===== src/rtl/oldest2_req_ring_pkg.sv =====
// Shared definitions for the oldest-2 request ring: default geometry and the
// per-entry state record.
package oldest2_req_ring_pkg;

    localparam int SEL_WIDTH_DEF      = 8;
    localparam int PRIORITY_WIDTH_DEF = 3;

    typedef struct packed {
        logic valid;
        logic ready;
        logic ls;
        logic issued;
    } entry_t;

endpackage


===== src/rtl/ring_ptr_ctrl.sv =====
// Head/tail/count bookkeeping for the request ring: decides how many entries
// are allocated and retired each cycle and advances the pointers with wrap.
module ring_ptr_ctrl
    import oldest2_req_ring_pkg::*;
#(
    parameter int SEL_WIDTH      = SEL_WIDTH_DEF,
    parameter int PRIORITY_WIDTH = PRIORITY_WIDTH_DEF
) (
    input  logic                      clk,
    input  logic                      rst,
    input  logic                      flush,
    input  logic                      alloc_first_valid,
    input  logic                      alloc_second_valid,
    input  logic                      head_done,
    input  logic                      next_done,
    output logic [PRIORITY_WIDTH-1:0] head,
    output logic [PRIORITY_WIDTH-1:0] tail,
    output logic [PRIORITY_WIDTH:0]   count,
    output logic                      alloc_ready,
    output logic                      alloc_first_en,
    output logic                      alloc_second_en,
    output logic                      retire_first,
    output logic                      retire_second
);

    logic [PRIORITY_WIDTH:0] alloc_cnt;
    logic [PRIORITY_WIDTH:0] retire_cnt;

    // Retire only walks over occupied slots, so the count bounds it and it
    // can never run past the tail.
    always_comb begin
        alloc_ready     = count <= (PRIORITY_WIDTH+1)'(SEL_WIDTH - 2);
        alloc_first_en  = alloc_first_valid & alloc_ready;
        alloc_second_en = alloc_second_valid & alloc_first_en;
        retire_first    = (count != '0) & head_done;
        retire_second   = retire_first & (count >= (PRIORITY_WIDTH+1)'(2)) & next_done;
        alloc_cnt       = (PRIORITY_WIDTH+1)'(alloc_first_en) + (PRIORITY_WIDTH+1)'(alloc_second_en);
        retire_cnt      = (PRIORITY_WIDTH+1)'(retire_first) + (PRIORITY_WIDTH+1)'(retire_second);
    end

    always_ff @(posedge clk or posedge rst) begin
        if (rst) begin
            head  <= '0;
            tail  <= '0;
            count <= '0;
        end else if (flush) begin
            head  <= '0;
            tail  <= '0;
            count <= '0;
        end else begin
            head  <= head + retire_cnt[PRIORITY_WIDTH-1:0];
            tail  <= tail + alloc_cnt[PRIORITY_WIDTH-1:0];
            count <= count + alloc_cnt - retire_cnt;
        end
    end

endmodule


===== src/rtl/oldest2_req_ring.sv =====
// Age-ordered entry ring feeding the oldest-2 issue arbiter: holds per-entry
// ready/ls/issued state and turns it into registered request vectors.
module oldest2_req_ring
    import oldest2_req_ring_pkg::*;
#(
    parameter int SEL_WIDTH      = SEL_WIDTH_DEF,
    parameter int PRIORITY_WIDTH = PRIORITY_WIDTH_DEF
) (
    input  logic                      clk,
    input  logic                      rst,
    input  logic                      flush_i,
    input  logic                      alloc_first_valid_i,
    input  logic                      alloc_second_valid_i,
    input  logic                      alloc_first_ready_i,
    input  logic                      alloc_second_ready_i,
    input  logic                      alloc_first_ls_i,
    input  logic                      alloc_second_ls_i,
    output logic                      alloc_ready_o,
    output logic [PRIORITY_WIDTH-1:0] alloc_first_index_o,
    output logic [PRIORITY_WIDTH-1:0] alloc_second_index_o,
    input  logic [SEL_WIDTH-1:0]      wakeup_i,
    input  logic                      first_grant_valid_i,
    input  logic [PRIORITY_WIDTH-1:0] first_grant_index_i,
    input  logic                      second_grant_valid_i,
    input  logic [PRIORITY_WIDTH-1:0] second_grant_index_i,
    output logic [SEL_WIDTH-1:0]      req_o,
    output logic [SEL_WIDTH-1:0]      req_ls_o,
    output logic [PRIORITY_WIDTH-1:0] priority_fix_o,
    output logic [PRIORITY_WIDTH:0]   count_o,
    output logic                      empty_o
);

    entry_t ent      [SEL_WIDTH];
    entry_t ent_next [SEL_WIDTH];

    logic [PRIORITY_WIDTH-1:0] head, tail, head_p1, tail_p1;
    logic alloc_first_en, alloc_second_en, retire_first, retire_second;
    logic head_done, next_done, first_grant_ok, second_grant_ok;

    assign head_p1   = head + PRIORITY_WIDTH'(1);
    assign tail_p1   = tail + PRIORITY_WIDTH'(1);
    assign head_done = ent[head].valid & ent[head].issued;
    assign next_done = ent[head_p1].valid & ent[head_p1].issued;

    ring_ptr_ctrl #(
        .SEL_WIDTH      (SEL_WIDTH),
        .PRIORITY_WIDTH (PRIORITY_WIDTH)
    ) u_ptr (
        .clk                (clk),
        .rst                (rst),
        .flush              (flush_i),
        .alloc_first_valid  (alloc_first_valid_i),
        .alloc_second_valid (alloc_second_valid_i),
        .head_done          (head_done),
        .next_done          (next_done),
        .head               (head),
        .tail               (tail),
        .count              (count_o),
        .alloc_ready        (alloc_ready_o),
        .alloc_first_en     (alloc_first_en),
        .alloc_second_en    (alloc_second_en),
        .retire_first       (retire_first),
        .retire_second      (retire_second)
    );

    // Allocation slots are always free and retiring slots always issued, so
    // the alloc, grant and retire updates never touch the same entry.
    always_comb begin
        ent_next        = ent;
        first_grant_ok  = ent[first_grant_index_i].valid & ~ent[first_grant_index_i].issued;
        second_grant_ok = ent[second_grant_index_i].valid & ~ent[second_grant_index_i].issued;
        for (int i = 0; i < SEL_WIDTH; i++) begin
            if (ent[i].valid && wakeup_i[i])
                ent_next[i].ready = 1'b1;
        end
        if (first_grant_valid_i && first_grant_ok)
            ent_next[first_grant_index_i].issued = 1'b1;
        if (second_grant_valid_i && second_grant_ok)
            ent_next[second_grant_index_i].issued = 1'b1;
        if (retire_first)
            ent_next[head] = '0;
        if (retire_second)
            ent_next[head_p1] = '0;
        if (alloc_first_en)
            ent_next[tail] = '{valid: 1'b1, ready: alloc_first_ready_i | wakeup_i[tail],
                               ls: alloc_first_ls_i, issued: 1'b0};
        if (alloc_second_en)
            ent_next[tail_p1] = '{valid: 1'b1, ready: alloc_second_ready_i | wakeup_i[tail_p1],
                                  ls: alloc_second_ls_i, issued: 1'b0};
    end

    always_ff @(posedge clk or posedge rst) begin
        if (rst) begin
            for (int i = 0; i < SEL_WIDTH; i++) ent[i] <= '0;
        end else if (flush_i) begin
            for (int i = 0; i < SEL_WIDTH; i++) ent[i] <= '0;
        end else begin
            ent <= ent_next;
        end
    end

    always_comb begin
        req_o    = '0;
        req_ls_o = '0;
        for (int i = 0; i < SEL_WIDTH; i++) begin
            req_o[i]    = ent[i].valid & ent[i].ready & ~ent[i].issued;
            req_ls_o[i] = ent[i].valid & ent[i].ls & ~ent[i].issued;
        end
    end

    assign priority_fix_o       = head;
    assign alloc_first_index_o  = tail;
    assign alloc_second_index_o = tail_p1;
    assign empty_o              = (count_o == '0);

    // The arbiter must only grant live, not-yet-issued entries.
    grant_first_legal: assert property (@(posedge clk) disable iff (rst)
        (first_grant_valid_i && !flush_i) |-> first_grant_ok);
    grant_second_legal: assert property (@(posedge clk) disable iff (rst)
        (second_grant_valid_i && !flush_i) |-> second_grant_ok);

endmodule


===== config.mk =====
export PLATFORM = sky130hd
export DESIGN_NAME = oldest2_req_ring
export DESIGN_NICKNAME = d
export VERILOG_FILES = /design/src/rtl/oldest2_req_ring_pkg.sv /design/src/rtl/ring_ptr_ctrl.sv /design/src/rtl/oldest2_req_ring.sv
export SDC_FILE = /design/constraint.sdc
export NUM_CORES = 1
export LEC_CHECK = 0
export CAP_MARGIN = 10
export CELL_PAD_IN_SITES_DETAIL_PLACEMENT = 2
export CELL_PAD_IN_SITES_GLOBAL_PLACEMENT = 2
export CORE_ASPECT_RATIO = 1.5
export CORE_MARGIN = 8
export CORE_UTILIZATION = 30
export CTS_CLUSTER_DIAMETER = 150
export DETAILED_ROUTE_END_ITERATION = 8
export PLACE_DENSITY = 0.73
export SKIP_LAST_GASP = 1
export SLEW_MARGIN = 25
export SYNTH_ARGS = -nofsm -noshare
export SYNTH_HDL_FRONTEND = slang
export SYNTH_SLANG_ARGS = --single-unit

===== constraint.sdc =====
create_clock -name clk -period 3.1 [get_ports clk]
set_input_delay 0.31 -clock clk [delete_from_list [all_inputs] [get_ports clk]]
set_output_delay 0.31 -clock clk [all_outputs]
set_load 0.01 [all_outputs]

; After elaboration in Yosys (flattened, before gate mapping)
; Index checks and enable logic that the tools add are counted.
[word_totals]
reg_bits = 42
latch_bits = 0
mem_bits_rw = 0
rom_bits = 0
inputBits = 25
word_cells = 190
memories = 0
[op_classes]
add_sub_neg = 8
mul = 0
div = 0
n_lt_le_gt_ge = 16
eq_ne = 0
shift = 0
muxes = 50
bitwise = 63
reduce_logical = 18
[op_table]
columns = op, count
row1 = $mux 32, 7
row2 = $bwmux 32, 4
row3 = $demux 4 s3, 6
row4 = $and 32x32->32, 2
row5 = $not 32->32, 2
row6 = $mux 4, 13
row7 = $bmux 4 s3, 4
row8 = $and 1x1->1, 41
row9 = $ge 4x4->1 const B, 6
row10 = $lt 4x1->1 const B, 6
row11 = $not 3->4, 6
row12 = $logic_and 1x1->1, 16
row13 = $mux 1, 12
row14 = $not 1->1, 10
row15 = $lt 3x4->1 const B, 2
row16 = $add 3x1->3 const B, 2
row17 = $add 3x3->3, 2
row18 = $bmux 1 s3, 2
row19 = $mux 3, 2
row20 = $add 1x1->2, 2
row21 = $add 4x4->4, 1
row22 = $ge 4x2->1 const B, 1
row23 = $le 4x3->1 const B, 1
row24 = $logic_not 4->1, 1
row25 = other kinds (3), 4

; Logic depth before layout (Yosys ltp)
; Gate-level depths: netlist (run 1).
[logic_depth]
depth_word = 19
depth_mapped = 16
mapped_depth_nobuf = 14

; By module
; Synthesis (run 1) repeated with hierarchy kept, for this count alone.
[unflattened]
cells_unflattened = 358
hier_area_um2 = 3378.2
[modules_own_cells]
columns = module, n_inst, cells_each, area_per_inst_um2
row1 = oldest2_req_ring, 1, 295, 2702.6
row2 = ring_ptr_ctrl, 1, 63, 675.6

; Worst setup path before layout (run 1)
; Ideal clock, no wire load.
[synth_path]
kind = register to register
from = reg u_ptr.head[0]
to = reg u_ptr.count[3]
setup_ps = 132
t_arrival_ps = 3216
required_time_ps = 2968
slack_ps = -248
path_stages_with_launch = 16
n_path_buf = 2
synth_period_minus_slack_ps = 3348
cell_sequence = dfrtp_1 -> buf_2 -> mux2_1 -> o22ai_1 -> nor2_1 -> buf_2 -> nand2_1 -> nor2_1 -> ha_1 -> fa_1 -> inv_1 -> ha_1 -> a21o_1 -> a21oi_1 -> xnor2_1 -> nor2_1
[synth_between]
elab_chain_len = 11
word_cells_on_any_way = 17
cone_classes = add/sub: 3 / mux: 7 / bitwise: 7
[synth_lines]
columns = element, line
row1 = from (decl), ring_ptr_ctrl.sv:16  ; output logic [PRIORITY_WIDTH-1:0] head,
row2 = from (signal assigned), ring_ptr_ctrl.sv:51  ; head <= head + retire_cnt[PRIORITY_WIDTH-1:0];
row3 = branches (longest 8 deep; another with $add 3x1->3), --
row4 = $add 1x1->2 (*), ring_ptr_ctrl.sv:38  ; retire_cnt = (PRIORITY_WIDTH+1)'(retire_first) + (PRIORITY_WIDTH+1)'(retire_second);
row5 = $sub 4x4->4 (*), ring_ptr_ctrl.sv:53  ; count <= count + alloc_cnt - retire_cnt;
row6 = $mux 4 (*), ring_ptr_ctrl.sv:46  ; end else if (flush) begin
row7 = to (signal assigned), ring_ptr_ctrl.sv:53
row8 = to (decl), ring_ptr_ctrl.sv:18  ; output logic [PRIORITY_WIDTH:0] count,
; Mark *: on every way between the ends. The select of a mux whose other input is x is not followed.

; Worst setup path after layout (run 1)
; Same ends and word-level chain as after synthesis.

==> summary.txt, run 1 <==
Run status
  – Status: finished, violations left
  – Violated checks: setup timing

Critical path
  – Critical path fanouts, max: 4
  – Cells on worst reg2reg path: 14
  – CP startpoint kind: register
  – Cell mode on critical path: ha_4
  – Critical path type: register to register
  – CP Capture Type: register
  – CP max stage delay: 530 ps
  – Critical Path, Cell by Cell: ha_4, mux4_2, mux2i_1, nor4_2, nand2_1, a21oi_2, ha_4, fa_1, inv_2, ha_4, a21o_1, a21oi_2, xnor2_1, nor2_1
  – Critical R2R Capture: u_ptr.count[3]
  – Critical path arrival: 3370 ps
  – Number of buffers and inverters on the critical path: 1
  – Crit path max-delay family: adder cells
  – Critical-path top delay cell: fa_1
  – WP data required: 3260 ps
  – Crit Reg-Reg Startpoint: u_ptr.head[0]
  – Reg-to-reg setup timing slack: -110 ps

Floorplanning
  – Initial Util: 30.69%
  – Die area: 15600 um2
  – # rows: 48
  – Die H: 149.0 um
  – Core area: 11530 um2
  – Die X-Extent: 104.7 um
  – # IOs: 56

Routing
  – Routed WL per cell: 24.76 um
  – Routed wl met3: 409 um
  – DRT antenna net count: 0
  – Vias/cell: 5.884
  – Final Routed Wirelength: 15420 um
  – Highest metal used: met4
  – DR vias: 3666
  – Initial DRC count: 209
  – Post-Route M1 WL: 6125 um
  – Residual DRC count: 0
  – Metal2 WL: 8352 um
  – Router iterations before antenna repair: 4

STA
  – Fmax: 0.3113 GHz
  – Final hold viol count: 0
  – Pins over their slew limit: 0
  – Final min period: 3212 ps
  – RSZ-0062 raised after global routing: yes
  – Part of the cycle the worst path needs: 103.6%
  – Setup-failing EPs final: 3
  – Worst setup margin: -112.3 ps
  – Clk_skew: 6.414 ps
  – Relative slew slack: 46.40%
  – Worst Max-Slew Pin Slew: 797.9 ps

GRT
  – Pin count of the biggest net entering global routing: 43
  – Gr usage total: 19.67%
  – Global-route wire length before repair: 23940 um
  – Overflow after GRT: 0
  – Initial antenna violation count: 0
  – Vias in the first global route: 4146

Job
  – Max Cap Violations: 0

Final layout
  – Post-route cell area: 4777 um2
  – Nets: 512
  – Area of the multi-input gates: 2377 um2
  – Final-layout fill cell count: 1287
  – Layout cells sized above 1: 19.87%
  – FF/Latch Area: 1054 um2
  – Layout area overhead: 35.01%
  – ANT cells: 0

Placed design
  – Routability cong.: 0.9092
  – Placed cell area: 4517 um2
  – # port buffers: 55
  – DPL Wire Length: 12100 um
  – DP Worst Slack: -207.6 ps

Logic synthesis
  – Post-synth EDFFs: 0
  – Most common cell in the netlist: dfrtp_1
  – Share of the synthesized area in the top cell type: 29.70%
  – Register area share after synthesis: 29.70%
  – Largest area contributor in the synthesized netlist: dfrtp_1
  – Post-Syn Area per Cell: 9.004 um2
  – Synthesis warning total: 0
  – Synth top cells by count: dfrtp_1 (42), nor2_1 (28), a21oi_1 (23), nand2_1 (23), nand3_1 (20)
  – Post-synthesis cell count: 393
  – Post-synth ARST share: 100.0%
  – Yosys cell types: 63
  – Synth top area cells: dfrtp_1 (30%), ha_1 (3.9%), mux4_2 (3.8%), and3b_1 (3.5%), a21oi_1 (3.3%)
  – Post-Synthesis Cell Area: 3538 um2
  – Seq cells post-synth: 42
  – Post-synth top flop: dfrtp_1
  – Syn_nets: 433

Hold path
  – Tightest Hold Check Type: primary input to async pin

Clocking
  – CTS tree: built
  – Number of H-tree levels: 2
  – # hold bufs at CTS: 0
  – Root Buffer Master: clkbuf_16
  – Clock tree buffer depth: 2
  – Number of buffers created by CTS: 5
  – Clk_lat worst skew: 300 ps
  – Clock slew seen by the registers of the worst setup and hold paths: 70 ps
  – Clk sinks: 42

Power
  – IR drop worst, VDD: 0.2701 mV
  – Leak Pwr: 0.001959 uW
  – Pwr Density: 482.1 nW/um2
==> per-layer routing <==
metal	track usage, %	up-vias
met5	0	-
met2	37.94	99
li1	-	1640
met3	2.682	29
met1	20.50	1898
met4	8.961	0
==> layout make-up <==
type,count,share of cell area [%]
sequential,42,22.05
timing repair buffer,99,18.70
clock buffer,5,2.619
tap,150,3.929
clock inverter,3,1.441
multi-input combinational,305,49.76
inverter,19,1.493
==> worst max-delay path by stage <==
| stage | start | endpoint | slack (ps) | depth (start not counted) |
|---|---|---|---|---|
| 6_report | u_ptr.head[0] | u_ptr.count[3] | -110 | 14 |
| 5_1_grt | u_ptr.head[0] | u_ptr.count[3] | -250 | 14 |
| 4_1_cts | u_ptr.head[0] | u_ptr.count[3] | -120 | 14 |
| 3_5_place_dp | u_ptr.head[0] | u_ptr.count[3] | -210 | 15 |
| 3_3_place_gp | u_ptr.head[1] | u_ptr.count[3] | -60 | 14 |
| 2_1_floorplan | u_ptr.head[1] | u_ptr.count[3] | -140 | 15 |
==> power breakdown <==
group,internal (uW),total (uW),switching (uW)
Sequential,603,658,54.9
Clock,464,725,261
Combinational,416,920,504
Total,1480,2300,819
==> through the flow <==
step           std cells  hold slack [ps]  TNS, ps  power [uW]  utilization (%)
4_1_cts              621            310.2   -120.0        2313            41.22
3_5_place_dp         611            571.2   -414.8        1583            39.17
3_3_place_gp         611            543.7   -57.69        1538            39.17
2_1_floorplan        393            484.8   -314.5        1198                -
6_report             623            294.5   -276.7        2303            41.43
5_1_grt              623            334.3   -619.3        2406            41.43
==> registers in the layout, summed over array words and instances, names as in the netlist <==
signal	flops
u_ptr.head	3
ent	32
u_ptr.count	4
u_ptr.tail	3
==> layout by cell type (no fill, tap or decap), types with 8 or more instances in the layout <==
cell,instances
and3b_1,14
nor3_1,15
a21oi_1,21
dfrtp_1,40
inv_1,14
a211oi_1,9
clkdlybuf4s50_1,55
buf_4,43
a21o_1,8
nand3_1,20
nor2b_1,16
nand2_1,23
a31oi_1,12
nor2_1,27
==> what timing repair did <==
item	CTS	global route
setup buffers	2	2
setup endpoints to repair	3	3
gates resized for setup	6	2
cloned	0	0
pin swaps	4	1
==> worst reg2reg max path, stage by stage, from the launching register on <==
cell     delay (ps)
dfrtp_2         440
ha_4            300
mux4_2          490
mux2i_1         160
nor4_2           70
nand2_1         100
a21oi_2          50
ha_4            170
fa_1            530
inv_2            60
ha_4            210
a21o_1          160
a21oi_2         140
xnor2_1         130
nor2_1           60
==> cell families (layout without fill, tap and decap cells) <==
family | Yosys count | after routing | synth area share, %
flops | 42 | 42 | 29.70
buf+inv | 46 | 126 | 5.764
fa+ha+maj | 15 | 15 | 6.153
compound gates | 92 | 92 | 18.81
xor+xnor | 7 | 7 | 1.945
mux | 21 | 21 | 8.486
simple gates | 170 | 170 | 29.14
No activity file was read; power rests on OpenSTA's default activity.
==> inputs of run 2 (changes only) <==
- CORE_MARGIN: 8 -> 1
- RECOVER_POWER: default -> 50
==> summary.txt, run 2 (synthesis results as in run 1) <==
Clocking
  – Clock slew seen by the registers of the worst setup and hold paths: 70 ps (about the same)
  – Clk_lat worst skew: 290 ps (about the same)
  – Clock tree buffer depth: 2 (unchanged)
  – Number of H-tree levels: 2 (unchanged)
  – CTS tree: built
  – Number of buffers created by CTS: 5 (unchanged)
  – Root Buffer Master: clkbuf_16
  – Clk sinks: 42 (unchanged)

Placed design
  – Routability cong.: 0.8675 (-4.6%)
  – DP Worst Slack: -136.0 ps (+71.64 ps)
  – Placed cells: 612 (+0.16%)
  – # port buffers: 55 (unchanged)
  – DPL Wire Length: 11340 um (-6.3%)

Floorplanning
  – # IOs: 56 (unchanged)
  – Die X-Extent: 90.68 um (-13%)
  – Initial Util: 30.85% (+0.16 points)
  – # rows: 48 (unchanged)
  – Die H: 135.0 um (-9.4%)
  – Die area: 12240 um2 (-22%)
  – Core area: 11470 um2 (-0.52%)

Job
  – Max Cap Violations: 0 (unchanged)

Power
  – Total power: 2132 uW (-7.4%)
  – Leak Pwr: 0.001959 uW (about the same)
  – IR drop worst, VDD: 0.2930 mV (+8.5%)
  – Pwr Density: 450.1 nW/um2 (-6.6%)

STA
  – Fmax: 0.3039 GHz (-2.4%)
  – Setup-failing EPs final: 3 (unchanged)
  – Pins over their slew limit: 0 (unchanged)
  – Worst Max-Slew Pin Slew: 1182 ps (+383.9 ps)
  – Setup TNS: -522.5 ps (-245.8 ps)
  – Final min period: 3291 ps (+78.23 ps)
  – Clk_skew: 4.100 ps (-2.314 ps)
  – Part of the cycle the worst path needs: 106.1% (+2.5 points)
  – Worst Hold Margin: 562.2 ps (+267.6 ps)
  – RSZ-0062 raised after global routing: yes
  – Relative slew slack: 21.22% (-25 points)
  – Worst setup margin: -190.5 ps (-78.23 ps)
  – Final hold viol count: 0 (unchanged)

Final layout
  – Final-layout fill cell count: 1253 (-2.6%)
  – Layout cells sized above 1: 19.33% (-0.55 points)
  – ANT cells: 0 (unchanged)
  – Max FFs per register: 32 (unchanged)
  – Non-Filler Instances: 626 (+0.48%)
  – Commonest non-fill, non-tap cell in the layout: clkdlybuf4s50_1
  – Layout area overhead: 33.84%
  – Most frequent cells in the layout: clkdlybuf4s50_1 (46), buf_4 (42), dfrtp_1 (41), nor2_1 (28), nand2_1 (23)
  – Nets: 515 (+0.59%)
  – Reg with most FFs: ent
  – Largest registers: ent: 32 flops, u_ptr.count: 4 flops

GRT
  – Global-route wire length before repair: 23360 um (-2.5%)
  – Gr usage total: 25.16% (+5.5 points)
  – Initial antenna violation count: 0 (unchanged)
  – Pin count of the biggest net entering global routing: 43 (unchanged)
  – Overflow after GRT: 0 (unchanged)
  – Vias in the first global route: 4086 (-1.4%)

Hold path
  – Tightest Hold Check Type: register to register

Routing
  – DR vias: 3628 (-1.0%)
  – Vias/cell: 5.796 (-1.5%)
  – Initial DRC count: 178 (-15%)
  – Routed WL per cell: 23.60 um (-4.7%)
  – Router iterations before antenna repair: 4 (unchanged)
  – DRT antenna net count: 0 (unchanged)
  – Residual DRC count: 0 (unchanged)
  – Final Routed Wirelength: 14770 um (-4.2%)

Critical path
  – WP data required: 3330 ps (+70 ps)
  – Critical path fanouts, max: 5 (+1)
  – CP Capture Type: register
  – Critical path arrival: 3520 ps (+150 ps)
  – Critical path type: register to register
  – CP startpoint kind: register

Run status
  – Violated checks: setup timing
  – Status: finished, violations left
==> run 2: cell count changes in the layout (fill, tap and decap cells not counted), sizes merged <==
cell,before,now
bufinv,2,0
dlygate4sd3,0,9
clkbuf,5,10
clkdlybuf4s50,55,46
clkinvlp,0,1
buf,44,43
==> run 2: stage by stage <==
step / util [%] / cell area, um2
2_1_floorplan: - / 3620
3_5_place_dp: 39.44 / 4524
6_report: 41.28 / 4736
3_3_place_gp: 39.44 / 4524
4_1_cts: 41.24 / 4731
5_1_grt: 41.28 / 4736
==> run 2: metal layers <==
layer	routed length [um]	up-vias	track usage (%)	share of wire, %
met5	0	-	0	0
met4	867	0	15.32	5.9
met3	372	42	3.097	2.5
met2	7714	86	45.62	52
met1	5818	1859	27.82	39
li1	-	1641	-	-
==> run 2: layout make-up <==
class	instances	area [um2]	share of cell area [%]
sequential	42	1052	22.22
clock buffer	6	138.9	2.933
inverter	19	71.32	1.506
multi-input combinational	305	2380	50.25
clock inverter	2	12.51	0.2642
timing repair buffer	102	893.4	18.86
tap	150	187.7	3.963
==> run 2: path summary, 6_finish.rpt <==
kind | startpoint | end | slack (ps) | depth (start not counted)
max | u_ptr.head[0] | u_ptr.count[1] | -190 | 12
min | ent[1] | ent[1] | 560 | 2
max reg2reg | u_ptr.head[0] | u_ptr.count[1] | -190 | 12
min reg2reg | ent[1] | ent[1] | 560 | 2
max in group asynchronous | rst | u_ptr.head[1] | 1500 | 3
min in group asynchronous | rst | u_ptr.head[1] | 820 | 3
==> run 2: worst max-delay path: stages, from the launching register on <==
cell	delay, ps
dfrtp_1	420
ha_4	310
mux4_2	510
mux2i_2	210
nor4_2	90
nand2_1	90
a21oi_2	50
ha_4	170
fa_1	550
inv_2	50
buf_4	130
fa_2	520
nor2b_4	120
==> run 2: repair_timing <==
action / CTS / global route
resized for setup: 4 / 1
cloned: 0 / 0
pin swaps: 7 / 6
buffers inserted: 4 / 2
hold buffers: 0 / 0
setup endpoints to repair: 3 / 3
==> run 2: power breakdown <==
group | leakage, uW | internal (uW) | switching (uW)
Combinational | 0.00131 | 410 | 501
Clock | 0.0000729 | 320 | 244
Sequential | 0.000575 | 603 | 53.8
==> inputs of run 3 (changes only) <==
- GPL_TIMING_DRIVEN: default -> 1
==> results of run 3 <==
No change in the layout: final DEF, timing and power equal those of run 2.
